### config.mk
export PLATFORM = sky130hd
export DESIGN_NAME = delta_event_fifo
export DESIGN_NICKNAME = d
export VERILOG_FILES = /design/src/rtl/delta_pkg.sv /design/src/rtl/sync_fifo_reg.sv /design/src/rtl/delta_event_fifo.sv
export SDC_FILE = /design/constraint.sdc
export NUM_CORES = 1
export LEC_CHECK = 0
export BUFFER_PORTS_ARGS = -buffer_cell sky130_fd_sc_hd__buf_2
export CORE_MARGIN = 10
export CORE_UTILIZATION = 35
export DETAILED_ROUTE_END_ITERATION = 12
export PLACE_DENSITY_LB_ADDON = 0.12
export SKIP_CTS_REPAIR_TIMING = 1
export SYNTH_ARGS = -nofsm -noshare
export SYNTH_HDL_FRONTEND = slang
export SYNTH_SLANG_ARGS = --single-unit
### constraint.sdc
create_clock -name clk -period 2.8 [get_ports clk]
set_input_delay 0.14 -clock clk [delete_from_list [all_inputs] [get_ports clk]]
set_output_delay 0.14 -clock clk [all_outputs]
set_load 0.02 [all_outputs]
### src/rtl/delta_pkg.sv
// ============================================================================
// Module   : delta_pkg
// Purpose  : Shared widths and event-word field layout for the delta-spike
//            event path (event FIFO, serializer, test bench).
// Revision : 1.0 - initial release
// ============================================================================
`default_nettype none

package delta_pkg;

    localparam int DATA_W = 8;              // delta value width
    localparam int TS_W   = 8;              // timestamp width
    localparam int EVT_W  = TS_W + DATA_W;  // event word width

    // Event word layout: {timestamp, delta}
    localparam int EVT_DELTA_LSB = 0;
    localparam int EVT_TS_LSB    = DATA_W;

endpackage

`default_nettype wire

### src/rtl/sync_fifo_reg.sv
// ============================================================================
// Module   : sync_fifo_reg
// Purpose  : Register-array FIFO with occupancy count. Head entry is presented
//            combinationally; reads as zero when empty.
// Ports    : clk, rst_n (async active-low), clr (sync flush, highest priority)
//            push/wdata  - write request (accepted if not full or popping)
//            pop         - read request (ignored when empty)
//            rdata       - head entry
//            count/full/empty - occupancy status
// Revision : 1.0 - initial release
// ============================================================================
`default_nettype none

module sync_fifo_reg #(
    parameter  int DEPTH = 8,
    parameter  int WIDTH = 16,
    localparam int AW    = $clog2(DEPTH)
) (
    input  logic             clk,
    input  logic             rst_n,
    input  logic             clr,
    input  logic             push,
    input  logic             pop,
    input  logic [WIDTH-1:0] wdata,
    output logic [WIDTH-1:0] rdata,
    output logic [AW:0]      count,
    output logic             full,
    output logic             empty
);

    logic [WIDTH-1:0] mem_q [DEPTH];
    logic [WIDTH-1:0] mem_d [DEPTH];
    logic [AW-1:0]    wr_ptr_q, wr_ptr_d;
    logic [AW-1:0]    rd_ptr_q, rd_ptr_d;
    logic [AW:0]      count_q,  count_d;

    logic w_push_ok;
    logic w_pop_ok;

    assign empty = (count_q == '0);
    assign full  = (count_q == (AW+1)'(DEPTH));

    // A pop frees the slot the push needs, so a full FIFO still accepts
    // a push in the same cycle as a pop.
    assign w_pop_ok  = pop & ~empty;
    assign w_push_ok = push & (~full | w_pop_ok);

    always_comb begin
        mem_d    = mem_q;
        wr_ptr_d = wr_ptr_q;
        rd_ptr_d = rd_ptr_q;
        count_d  = count_q;
        if (clr) begin
            wr_ptr_d = '0;
            rd_ptr_d = '0;
            count_d  = '0;
        end else begin
            if (w_push_ok) begin
                mem_d[wr_ptr_q] = wdata;
                wr_ptr_d        = wr_ptr_q + AW'(1);
            end
            if (w_pop_ok) begin
                rd_ptr_d = rd_ptr_q + AW'(1);
            end
            case ({w_push_ok, w_pop_ok})
                2'b10:   count_d = count_q + (AW+1)'(1);
                2'b01:   count_d = count_q - (AW+1)'(1);
                default: count_d = count_q;
            endcase
        end
    end

    always_ff @(posedge clk or negedge rst_n) begin
        if (!rst_n) begin
            for (int i = 0; i < DEPTH; i++) begin
                mem_q[i] <= '0;
            end
            wr_ptr_q <= '0;
            rd_ptr_q <= '0;
            count_q  <= '0;
        end else begin
            mem_q    <= mem_d;
            wr_ptr_q <= wr_ptr_d;
            rd_ptr_q <= rd_ptr_d;
            count_q  <= count_d;
        end
    end

    assign rdata = empty ? '0 : mem_q[rd_ptr_q];
    assign count = count_q;

endmodule

`default_nettype wire

### src/rtl/delta_event_fifo.sv
// ============================================================================
// Module   : delta_event_fifo
// Purpose  : Turns nonzero per-cycle delta values into timestamped event words
//            {ts, delta}, buffers them, and hands them to a consumer over a
//            valid/ready handshake. Events arriving while full are dropped,
//            flagged (sticky overflow) and counted (saturating drop_cnt).
// Ports    : clk, rst_n (async active-low)
//            en          - capture and timestamp enable
//            clr         - sync flush of FIFO, timestamp and drop statistics
//            diff_in     - delta from spike stage, 0 = no spike
//            evt_valid / evt_ready / evt_data - event output handshake
//            fifo_count  - occupied entries
//            overflow    - sticky drop flag
//            drop_cnt    - saturating dropped-event count
// Revision : 1.0 - initial release
// ============================================================================
`default_nettype none

module delta_event_fifo #(
    parameter  int DEPTH  = 8,
    parameter  int DATA_W = delta_pkg::DATA_W,
    parameter  int TS_W   = delta_pkg::TS_W,
    parameter  int DROP_W = 8,
    localparam int CNT_W  = $clog2(DEPTH) + 1
) (
    input  logic                   clk,
    input  logic                   rst_n,
    input  logic                   en,
    input  logic                   clr,
    input  logic [DATA_W-1:0]      diff_in,
    output logic                   evt_valid,
    input  logic                   evt_ready,
    output logic [TS_W+DATA_W-1:0] evt_data,
    output logic [CNT_W-1:0]       fifo_count,
    output logic                   overflow,
    output logic [DROP_W-1:0]      drop_cnt
);

    import delta_pkg::*;

    logic [TS_W-1:0]   ts_q,       ts_d;
    logic [DROP_W-1:0] drop_cnt_q, drop_cnt_d;
    logic              overflow_q, overflow_d;

    logic w_push_req;
    logic w_pop;
    logic w_full;
    logic w_empty;
    logic w_drop;

    assign w_push_req = en & (diff_in != '0);
    assign evt_valid  = ~w_empty;
    assign w_pop      = evt_valid & evt_ready;

    // Dropped only when full with no simultaneous pop; a flush discards
    // the incoming event without counting it.
    assign w_drop = w_push_req & w_full & ~w_pop & ~clr;

    sync_fifo_reg #(
        .DEPTH (DEPTH),
        .WIDTH (TS_W + DATA_W)
    ) u_fifo (
        .clk   (clk),
        .rst_n (rst_n),
        .clr   (clr),
        .push  (w_push_req),
        .pop   (w_pop),
        .wdata ({ts_q, diff_in}),
        .rdata (evt_data),
        .count (fifo_count),
        .full  (w_full),
        .empty (w_empty)
    );

    always_comb begin
        ts_d       = ts_q;
        drop_cnt_d = drop_cnt_q;
        overflow_d = overflow_q;
        if (clr) begin
            ts_d       = '0;
            drop_cnt_d = '0;
            overflow_d = 1'b0;
        end else begin
            if (en) begin
                ts_d = ts_q + TS_W'(1);
            end
            if (w_drop) begin
                overflow_d = 1'b1;
                if (drop_cnt_q != {DROP_W{1'b1}}) begin
                    drop_cnt_d = drop_cnt_q + DROP_W'(1);
                end
            end
        end
    end

    always_ff @(posedge clk or negedge rst_n) begin
        if (!rst_n) begin
            ts_q       <= '0;
            drop_cnt_q <= '0;
            overflow_q <= 1'b0;
        end else begin
            ts_q       <= ts_d;
            drop_cnt_q <= drop_cnt_d;
            overflow_q <= overflow_d;
        end
    end

    assign overflow = overflow_q;
    assign drop_cnt = drop_cnt_q;

endmodule

`default_nettype wire

==> After elaboration in Yosys (flattened, before gate mapping) <==
Index checks and enable logic that the tools add are counted.
W data, S select, Z words.
{ "op_classes": {"add_sub_neg": 6, "magnitude_cmp": 3, "eq_ne": 4, "muxes": 20, "n_bitwise": 14, "reduce_logical": 11} }
{ "ops": {"columns": ["cell", "count"], "rows": [
  ["$bwmux W128", 1],
  ["$mux W16", 4],
  ["$bmux W16 S3", 1],
  ["$demux W16 S3", 1],
  ["$mux W8", 5],
  ["$add A8 B1 Y8 const B", 2],
  ["$mux W3", 4],
  ["$reduce_bool A2 Y1", 5],
  ["$ge A4 B4 Y1 const B", 2],
  ["$ne A8 B8 Y1 const B", 1],
  ["$not A3 Y4", 2],
  ["$pmux W4 S2", 1],
  ["$reduce_bool A8 Y1", 1],
  ["$and A1 B1 Y1", 7],
  ["$add A3 B1 Y3 const B", 2],
  ["$add A4 B1 Y4 const B", 1],
  ["$eq A4 B4 Y1 const B", 1],
  ["$logic_not A4 Y1", 1],
  ["$lt A4 B1 Y1 const B", 1],
  ["$mux W4", 1],
  ["$not A1 Y1", 4],
  ["$reduce_and A2 Y1", 2],
  ["$sub A4 B1 Y4 const B", 1],
  ["$reduce_bool A3 Y1", 1],
  ["other kinds (5)", 6]
]} }
{ "word_totals": {"reg_bits": 155, "in_bits": 13, "out_inout_bits": 30, "wordCells": 72} }

==> Logic depth before layout (Yosys ltp) <==
Gate-level depths: netlist of the first run.
{ "depth": {"ltp_word": 9, "mapped_depth": 12, "depth_no_buf": 11} }

==> By module <==
From an unflattened synthesis of the first run, not the netlist that was laid out.
{ "unflattened": {"hier_cells": 515, "area_unflattened_um2": 7444.6} }
{ "by_module_without_submodules": {"columns": ["mod", "instances", "cells_each", "area_per_inst_um2"], "rows": [
  ["sync_fifo_reg", 1, 418, 6536.3],
  ["delta_event_fifo", 1, 97, 908.4]
]} }

==> Worst setup path after synthesis of the first run <==
No wires, ideal clock.
{ "synth_path": {"path_type": "reg-to-reg", "from": "reg u_fifo.count_q[1], in the netlist u_fifo.count[1]", "to": "reg u_fifo.count_q[3], in the netlist u_fifo.count[3]", "arrival_ps": 2636, "required_ps": 2672, "slack_ps": 36, "stages_incl_launch_ff": 11, "path_buffers": 1, "cell_sequence": "dfrtp_1 -> clkbuf_1 -> nor4_2 -> inv_2 -> nand2_1 -> nor2_1 -> ha_1 -> a31oi_1 -> nor2_1 -> a32oi_1 -> mux2_1"} }
{ "synth_via": {"elab_chain_len": 9, "word_cells_on_any_way": 15} }
{ "synth_rtl": {"columns": ["element", "line_no", "source"], "rows": [
  ["start: declaration", "sync_fifo_reg.sv:35", "logic [AW:0] count_q, count_d;"],
  ["start signal: assignment", "sync_fifo_reg.sv:85", "count_q <= count_d;"],
  ["$logic_not A4 Y1 *", "sync_fifo_reg.sv:40", "assign empty = (count_q == '0);"],
  ["$not A1 Y1 *", "delta_event_fifo.sv:52", "assign evt_valid = ~w_empty;"],
  ["named net evt_valid", "delta_event_fifo.sv:31", "output logic evt_valid,"],
  ["$and A1 B1 Y1", "delta_event_fifo.sv:53", "assign w_pop = evt_valid & evt_ready;"],
  ["$and A1 B1 Y1 *", "sync_fifo_reg.sv:45", "assign w_pop_ok = pop & ~empty;"],
  ["$or A1 B1 Y1", "sync_fifo_reg.sv:46", "assign w_push_ok = push & (~full | w_pop_ok);"],
  ["$and A1 B1 Y1", "sync_fifo_reg.sv:46", null],
  ["$eq A2 B1 Y1 or $eq A2 B2 Y1 (tied branches)", "sync_fifo_reg.sv:65", "case ({w_push_ok, w_pop_ok})"],
  ["$pmux W4 S2", "sync_fifo_reg.sv:65", null],
  ["$mux W4", "sync_fifo_reg.sv:53", "if (clr) begin"]
]} }
The timed path passes the listed nets; every way through them passes the cells marked *.
A chain may end at the register's enable or synchronous reset.

==> Final worst setup path of the first run <==
{ "layout_path": {"from": "reg u_fifo.count_q[1], in the netlist u_fifo.count[1]", "to": "reg u_fifo.count_q[3], in the netlist u_fifo.count[3]"} }
{ "layout_via": {"elab_chain_len": 9, "word_cells_on_any_way": 15} }
{ "layout_rtl": {"columns": ["element", "line_no"], "rows": [
  ["$logic_not A4 Y1", "sync_fifo_reg.sv:40"],
  ["$not A1 Y1", "sync_fifo_reg.sv:45, delta_event_fifo.sv:52"],
  ["$and A1 B1 Y1", "delta_event_fifo.sv:53"],
  ["$and A1 B1 Y1", "sync_fifo_reg.sv:45"],
  ["$or A1 B1 Y1", "sync_fifo_reg.sv:46"],
  ["$and A1 B1 Y1", "sync_fifo_reg.sv:46"],
  ["$eq A2 B1 Y1 or $eq A2 B2 Y1 (tied branches)", "sync_fifo_reg.sv:65"],
  ["$pmux W4 S2", "sync_fifo_reg.sv:65"],
  ["$mux W4", "sync_fifo_reg.sv:53"]
]} }
Several ways; a longest one is shown, not always the timed one.

==> results of run 1 <==
layout make-up:
cell class	count	area [um^2]	share of cell area
multi-input cells	318	3280	0.380
inverters	6	22.5	0.00261
flip-flops and latches	155	3880	0.449
repair buffers	68	489	0.0567
well taps	275	344	0.0398
clock buffers	19	453	0.0524
clock inverters	13	166	0.0193
path summary, 6_finish.rpt:
| check | start | end | slack [ns] |
|---|---|---|---|
| setup / recovery | u_fifo.count[1] | u_fifo.count[3] | 0.33 |
| hold / removal | diff_in[6] | u_fifo.mem_q[54] | 0.04 |
| setup reg to reg | u_fifo.count[1] | u_fifo.count[3] | 0.33 |
| hold reg to reg | u_fifo.mem_q[24] | u_fifo.mem_q[24] | 0.49 |
| max in group asynchronous | rst_n | u_fifo.mem_q[30] | 1.75 |
| min in group asynchronous | rst_n | u_fifo.mem_q[113] | 0.31 |
layer usage:
layer / up-vias / part of all wire / global-route usage / wire length [um]
met5: - / 0 / 0 / 0
met4: 0 / 0.0099 / 0.0447 / 169
met3: 11 / 0.024 / 0.0250 / 410
met2: 40 / 0.50 / 0.229 / 8550
met1: 2333 / 0.46 / 0.168 / 7890
li1: 1989 / - / - / -
metrics by stage:
stage                     TNS (ns)  area (um^2)
final                            0         8640
after global routing             0         8640
after CTS                        0         8620
after detailed placement   -0.0312         8000
after global placement           0         8000
after floorplan                  0         7390
sequential cells by signal, indices dropped and copies added, names as in the netlist:
signal,flops
u_fifo.count,4
drop_cnt,8
u_fifo.mem_q,128
u_fifo.wr_ptr_q,3
u_fifo.rd_ptr_q,3
ts_q,8
overflow,1
worst max-delay path, cell delays in order, from the launching register on:
cell and delay, ns:
dfrtp_1 0.40, buf_4 0.18, nor4_4 0.31, inv_2 0.07, nand2_1 0.10, nor2_1 0.06, ha_1 0.36, a31oi_1 0.21
nor2_1 0.06, a32oi_1 0.25, mux2_1 0.35
cell usage in the layout, fill, tap and decap left out, drive strengths merged, types with 3 or more instances in the layout:
| master | n |
|---|---|
| a21oi | 11 |
| and3 | 4 |
| buf | 67 |
| bufinv | 3 |
| clkbuf | 19 |
| clkinv | 5 |
| clkinvlp | 3 |
| dfrtp | 155 |
| ha | 6 |
| inv | 8 |
| mux2 | 132 |
| mux2i | 19 |
| mux4 | 32 |
| nand2 | 17 |
| nand3 | 5 |
| nand4 | 5 |
| nor2 | 37 |
| nor2b | 3 |
| o21ai | 3 |
| or3 | 3 |
| xnor2 | 6 |
| xor2 | 8 |
kinds of logic after synthesis:
kind of cell | Yosys count
DFF | 155
muxes | 183
buffers and inverters | 48
xor gates and xnor gates | 14
and+or+nand+nor | 87
AOI/OAI and AO/OA | 27
adders and majority gates | 7
where the power goes:
part / internal [mW] / switching [mW] / total (mW)
Sequential: 2.52 / 0.163 / 2.68
Clock: 1.46 / 0.924 / 2.38
Combinational: 0.705 / 0.905 / 1.61
==> key figures, run 1 <==
Timing
  – Final setup margin: approximately 0.33 ns
  – Crit path time final: 2.47 ns
  – Setup violators final: 0
  – Slew Viols, Final: 0
  – Post-Route Skew: roughly 0.0072 ns
  – Hold WS: approximately 0.04 ns
  – Least-Margin Pin Slew: between 0.9 and 1 ns
  – Max_slew headroom: 0.329
  – Fmax: 405 MHz
  – Final Hold Viols: 0
  – Period utilization: 0.881
  – RSZ-0062 raised after global routing: no

Floorplanning
  – Die footprint: around 27000 um^2
  – Core box area: ~21000 um^2
  – Io pins: between 40 and 50
  – Die Ht: between 150 and 200 um
  – Initial Utilization: 0.354
  – Die width: approximately 170 um
  – Row cnt: 53

Run
  – Max-Cap Viols: 0

Clocking
  – Clock Root Buffer: clkbuf_16
  – Worst skew pair latency: about 0.42 ns
  – CTS Buffer Depth: 2
  – Reg clk slew, reported paths: approximately 0.060 ns
  – H-tree Lvls: 4
  – CTS Buf Count: 17
  – Clock Sink Count: ~160
  – CTS tree: done

Global route
  – Global-route wire length before repair: between 20 and 30 mm
  – Vias in the first global route: 4903
  – Pin count of the biggest net entering global routing: 71
  – Total grt overflow: 0
  – All-layer global routing usage: 0.134
  – Initial antenna violation count: 0

Drt
  – Iter 0 DRT Violations: 206
  – Vias per Instance: roughly 5.1
  – Detail Route Antenna Nets: 0
  – Drt wl/cell: ~20 um
  – Drt pass-1 iters: 4
  – Via Count: between 4000 and 5000
  – Drt total wl: 17.0 mm
  – DRC viols: 0

Yosys
  – Syn avg cell area: around 14 um^2
  – Yosys cell types: 48
  – Post-synth top area cell: dfrtp_1
  – Post-Synth Adder-Cell Area: 0.0115
  – Mapped Cells: between 500 and 600
  – Async SR Flop Fraction: 1.00
  – Top_reg_cell synth: dfrtp_1
  – Post-synthesis sequential area ratio: 0.525
  – Post-Synth Simple-Gate Area: 0.0637
  – Top cell type's share of synthesized area: 0.525
  – Synth Cell Area: about 7400 um^2
  – Area contributors post-synth: dfrtp_1 53%, mux2_1 20%, mux4_2 9.8%
  – Yosys reg bits: about 160
  – Post-synthesis mux area share: 0.325
  – EDFF count, synth: 0
  – Ys Warns: 0
  – Syn nets: 540
  – Compound-Gate Fraction of Synth Area: 0.0249
  – Synth Area in XOR/XNOR: 0.0166
  – Top post-synthesis cells by count: 155 x dfrtp_1, 131 x mux2_1, 37 x nor2_1
  – Largest family of logic cells by synthesized area: multiplexers
  – Most common cell in the netlist: dfrtp_1

Setup path
  – WP data arrival: between 2 and 3 ns
  – Worst R2R Path Depth: 10
  – CP Capture Type: flop
  – WS Path Type: reg2reg
  – Startpoint Class: flop
  – Req. time, crit path: 3.09 ns
  – Crit-path max FO: 8

Power and ir drop
  – P per Cell Area: roughly 770 nW/um^2
  – Max VDD drop: about 0.37 mV
  – Design Power: about 6.7 mW
  – Pleak: around 4.2 nW

Layout
  – Layout fillers: approximately 2000
  – Share of post-route cells with drive strength above 1: 0.245
  – Fin cells: 854
  – Area Overhead vs Synth: 16.9%
  – Nets@finish: roughly 590
  – Antenna Cells: 0
  – Post-Route Utilization: 0.413

Placement
  – DP Cell Count: ~800
  – Gpl congestion: approximately 0.75
  – Port Buffers: 42
  – Dpl hpwl: roughly 11 mm
  – Pre-CTS WS: -0.0161 ns

Worst hold path
  – Hold path cells: 2
  – Worst hold path class: in2reg

Status
  – Status: complete, no violations
(Power assumes the default switching activity.)
==> run 2: changes to the inputs <==
--- a/config.mk
+++ b/config.mk
@@ -6,7 +6,7 @@
 export NUM_CORES = 1
 export LEC_CHECK = 0
 export BUFFER_PORTS_ARGS = -buffer_cell sky130_fd_sc_hd__buf_2
-export CORE_MARGIN = 10
+export CORE_MARGIN = 8
 export CORE_UTILIZATION = 35
 export DETAILED_ROUTE_END_ITERATION = 12
 export PLACE_DENSITY_LB_ADDON = 0.12
==> run 2 against run 1 <==
  * Clock-buffer cell count is 2 lower
  * Register-to-register slack worse by 0.09 ns
  * Worst setup slack worse by 0.088 ns
  * Combinational power is 3% lower
  * Die area is 4.8% lower
  * Via count is 0.55% lower
  * Sequential share of layout area is 0.59 points higher
  * Global-route usage is 0.52 points higher
  * Critical path type unchanged
  * Highest routed layer unchanged
==> key figures, run 2 (synthesized netlist as in run 1, its figures left out) <==
Setup path
  – CP Cell Sequence: nand2_1, nor4bb_2, nand3b_4, mux2_1
  – CP Capture Type: flop
  – Crit-path max FO: 16 (+8)
  – WP data arrival: 2.85 ns (+0.09 ns)
  – Req. time, crit path: 3.10 ns (about the same)
  – Worst stage delay on the critical path: 0.80 ns (+0.40 ns)
  – Slowest cell on the critical path: nor4bb_2
  – FF-to-FF setup slack: 0.25 ns (-0.09 ns)
  – Startpoint Class: flop
  – Crit Reg-Reg Startpoint: u_fifo.count[3]
  – WS Path Type: reg2reg
  – R2r endpoint: u_fifo.mem_q[93]
  – Worst R2R Path Depth: 4 (-6)

Floorplanning
  – Die footprint: 26000 um^2 (-4.8%)
  – Row cnt: 53 (unchanged)
  – Die width: 161 um (-2.4%)
  – Core box area: 20900 um^2 (unchanged)
  – Initial Utilization: 0.354 (unchanged)
  – Die Ht: 161 um (-2.4%)
  – Io pins: 43 (unchanged)

Clocking
  – Clock Sink Count: 155 (unchanged)
  – CTS tree: done
  – Worst skew pair latency: 0.42 ns (about the same)
  – CTS Buffer Depth: 2 (unchanged)
  – Clock Root Buffer: clkbuf_16
  – H-tree Lvls: 4 (unchanged)
  – CTS Buf Count: 17 (unchanged)
  – Reg clk slew, reported paths: 0.07 ns (about the same)

Power and ir drop
  – Sw Ratio: 0.317 (+0.0188)
  – Power share of the clock group: 0.332 (-0.025)
  – P per Cell Area: 748 nW/um^2 (-3.2%)
  – Max VDD drop: 0.404 mV (+8.9%)
  – Seq pwr share: 0.423 (+0.021)
  – Design Power: 6.37 mW (-4.4%)
  – Logic gate share of total power: 0.244 (+0.003)
  – Internal power: 4.35 mW (-7.0%)
  – Sw Pwr: 2.02 mW (+1.6%)
  – Pleak: 4.11 nW (-1.3%)

Timing
  – Slew Viols, Final: 0 (unchanged)
  – Hold WS: 0.0367 ns (-0.00387 ns)
  – Final setup margin: 0.246 ns (-0.0875 ns)
  – Least-Margin Pin Slew: 0.980 ns (-0.0126 ns)
  – Fmax: 392 MHz (-3.4%)
  – Crit path time final: 2.55 ns (+0.0875 ns)
  – Post-Route Skew: 0.00877 ns (+0.00155 ns)
  – RSZ-0062 raised after global routing: no
  – Final Hold Viols: 0 (unchanged)
  – Period utilization: 0.912 (+0.0313)
  – Max_slew headroom: 0.338 (+0.00852)
  – Setup violators final: 0 (unchanged)
  – Final TNS setup: 0 ns (unchanged)

Placement
  – Gpl congestion: 0.724 (-3.3%)
  – Placement Cell Area: 7970 um^2 (-0.41%)
  – Pre-CTS WS: -0.0843 ns (-0.0682 ns)
  – Dpl hpwl: 10.8 mm (+0.61%)
  – Port Buffers: 42 (unchanged)

Layout
  – Layout fillers: 1957 (+0.31%)
  – Area Overhead vs Synth: 15.4%
  – Share of post-route cells with drive strength above 1: 0.242 (-0.00304)
  – Most common cell after layout, fill and taps aside: dfrtp_1
  – Fin area: 8520 um^2 (-1.3%)
  – Max FFs per register: 128 (unchanged)
  – Antenna Cells: 0 (unchanged)
  – Commonest non-fill, non-tap cells in the layout: 154 x dfrtp_1, 131 x mux2_1, 41 x buf_2
  – Largest reg by FF count: u_fifo.mem_q
  – Nets@finish: 584 (-0.17%)

Global route
  – Initial antenna violation count: 0 (unchanged)
  – Total grt overflow: 0 (unchanged)
  – Vias in the first global route: 4777 (-2.6%)
  – Global-route wire length before repair: 27.8 mm (-0.57%)
  – Pin count of the biggest net entering global routing: 78 (+9.9%)
  – All-layer global routing usage: 0.140 (+0.00520)

Run
  – Max-Cap Viols: 0 (unchanged)

Drt
  – Iter 0 DRT Violations: 146 (-29%)
  – Via Count: 4349 (-0.55%)
  – Drt pass-1 iters: 4 (unchanged)
  – Drt total wl: 17.0 mm (-0.24%)
  – Drt wl/cell: 19.9 um (-0.12%)
  – DRC viols: 0 (unchanged)
  – Detail Route Antenna Nets: 0 (unchanged)
  – Vias per Instance: 5.10 (-0.43%)

Worst hold path
  – Hold Path Sink: u_fifo.mem_q[37]
  – Hold_sp: diff_in[5]
  – Worst hold path class: in2reg
  – Hold path cells: 2 (unchanged)

Status
  – Status: complete, no violations
run 2: worst max-delay path: cells and delay by family (launching register included):
kind	cells	cell delay [ns]
AND/OR/NAND/NOR	3	1.47
flip-flops	1	0.48
multiplexers	1	0.46
run 2: cell type report:
class	instances	area [um^2]	share of cell area
timing repair buffer	67	457	0.0536
sequential	155	3880	0.455
clock inverter	15	120	0.0141
tap	275	344	0.0404
multi-input combinational	318	3270	0.384
clock buffer	17	425	0.0499
inverter	6	22.5	0.00264
run 2: worst max path at each step:
stage                    startpoint          endpoint  slack [ns]  cells after the start
floorplan           u_fifo.count[1]   u_fifo.count[3]        0.04                     10
global placement         diff_in[7]  u_fifo.mem_q[89]       -0.01                      6
detailed placement       diff_in[7]  u_fifo.mem_q[93]       -0.08                      6
CTS                 u_fifo.count[3]  u_fifo.mem_q[93]        0.20                      4
global route        u_fifo.count[3]  u_fifo.mem_q[83]        0.03                      4
finish              u_fifo.count[3]  u_fifo.mem_q[93]        0.25                      4
run 2: through the flow:
stage,instances,util
6_report,853,0.408
5_1_grt,853,0.408
4_1_cts,852,0.408
3_5_place_dp,820,0.381
3_3_place_gp,820,0.381
2_1_floorplan,521,-
run 2: layer usage:
layer	vias up	track usage	wire length (um)
li1	1985	-	-
met1	2307	0.183	8110
met2	44	0.230	8330
met3	13	0.0311	389
met4	0	0.0366	153
met5	-	0	0
run 2: power groups by stage:
stage               clock network (mW)  logic, mW  registers [mW]
finish                            2.12       1.56            2.70
global placement                     0       1.57            2.73
floorplan                            0       1.07            2.68
detailed placement                   0       1.60            2.74
CTS                               2.18       1.61            2.70
global route                      2.27       1.72            2.74
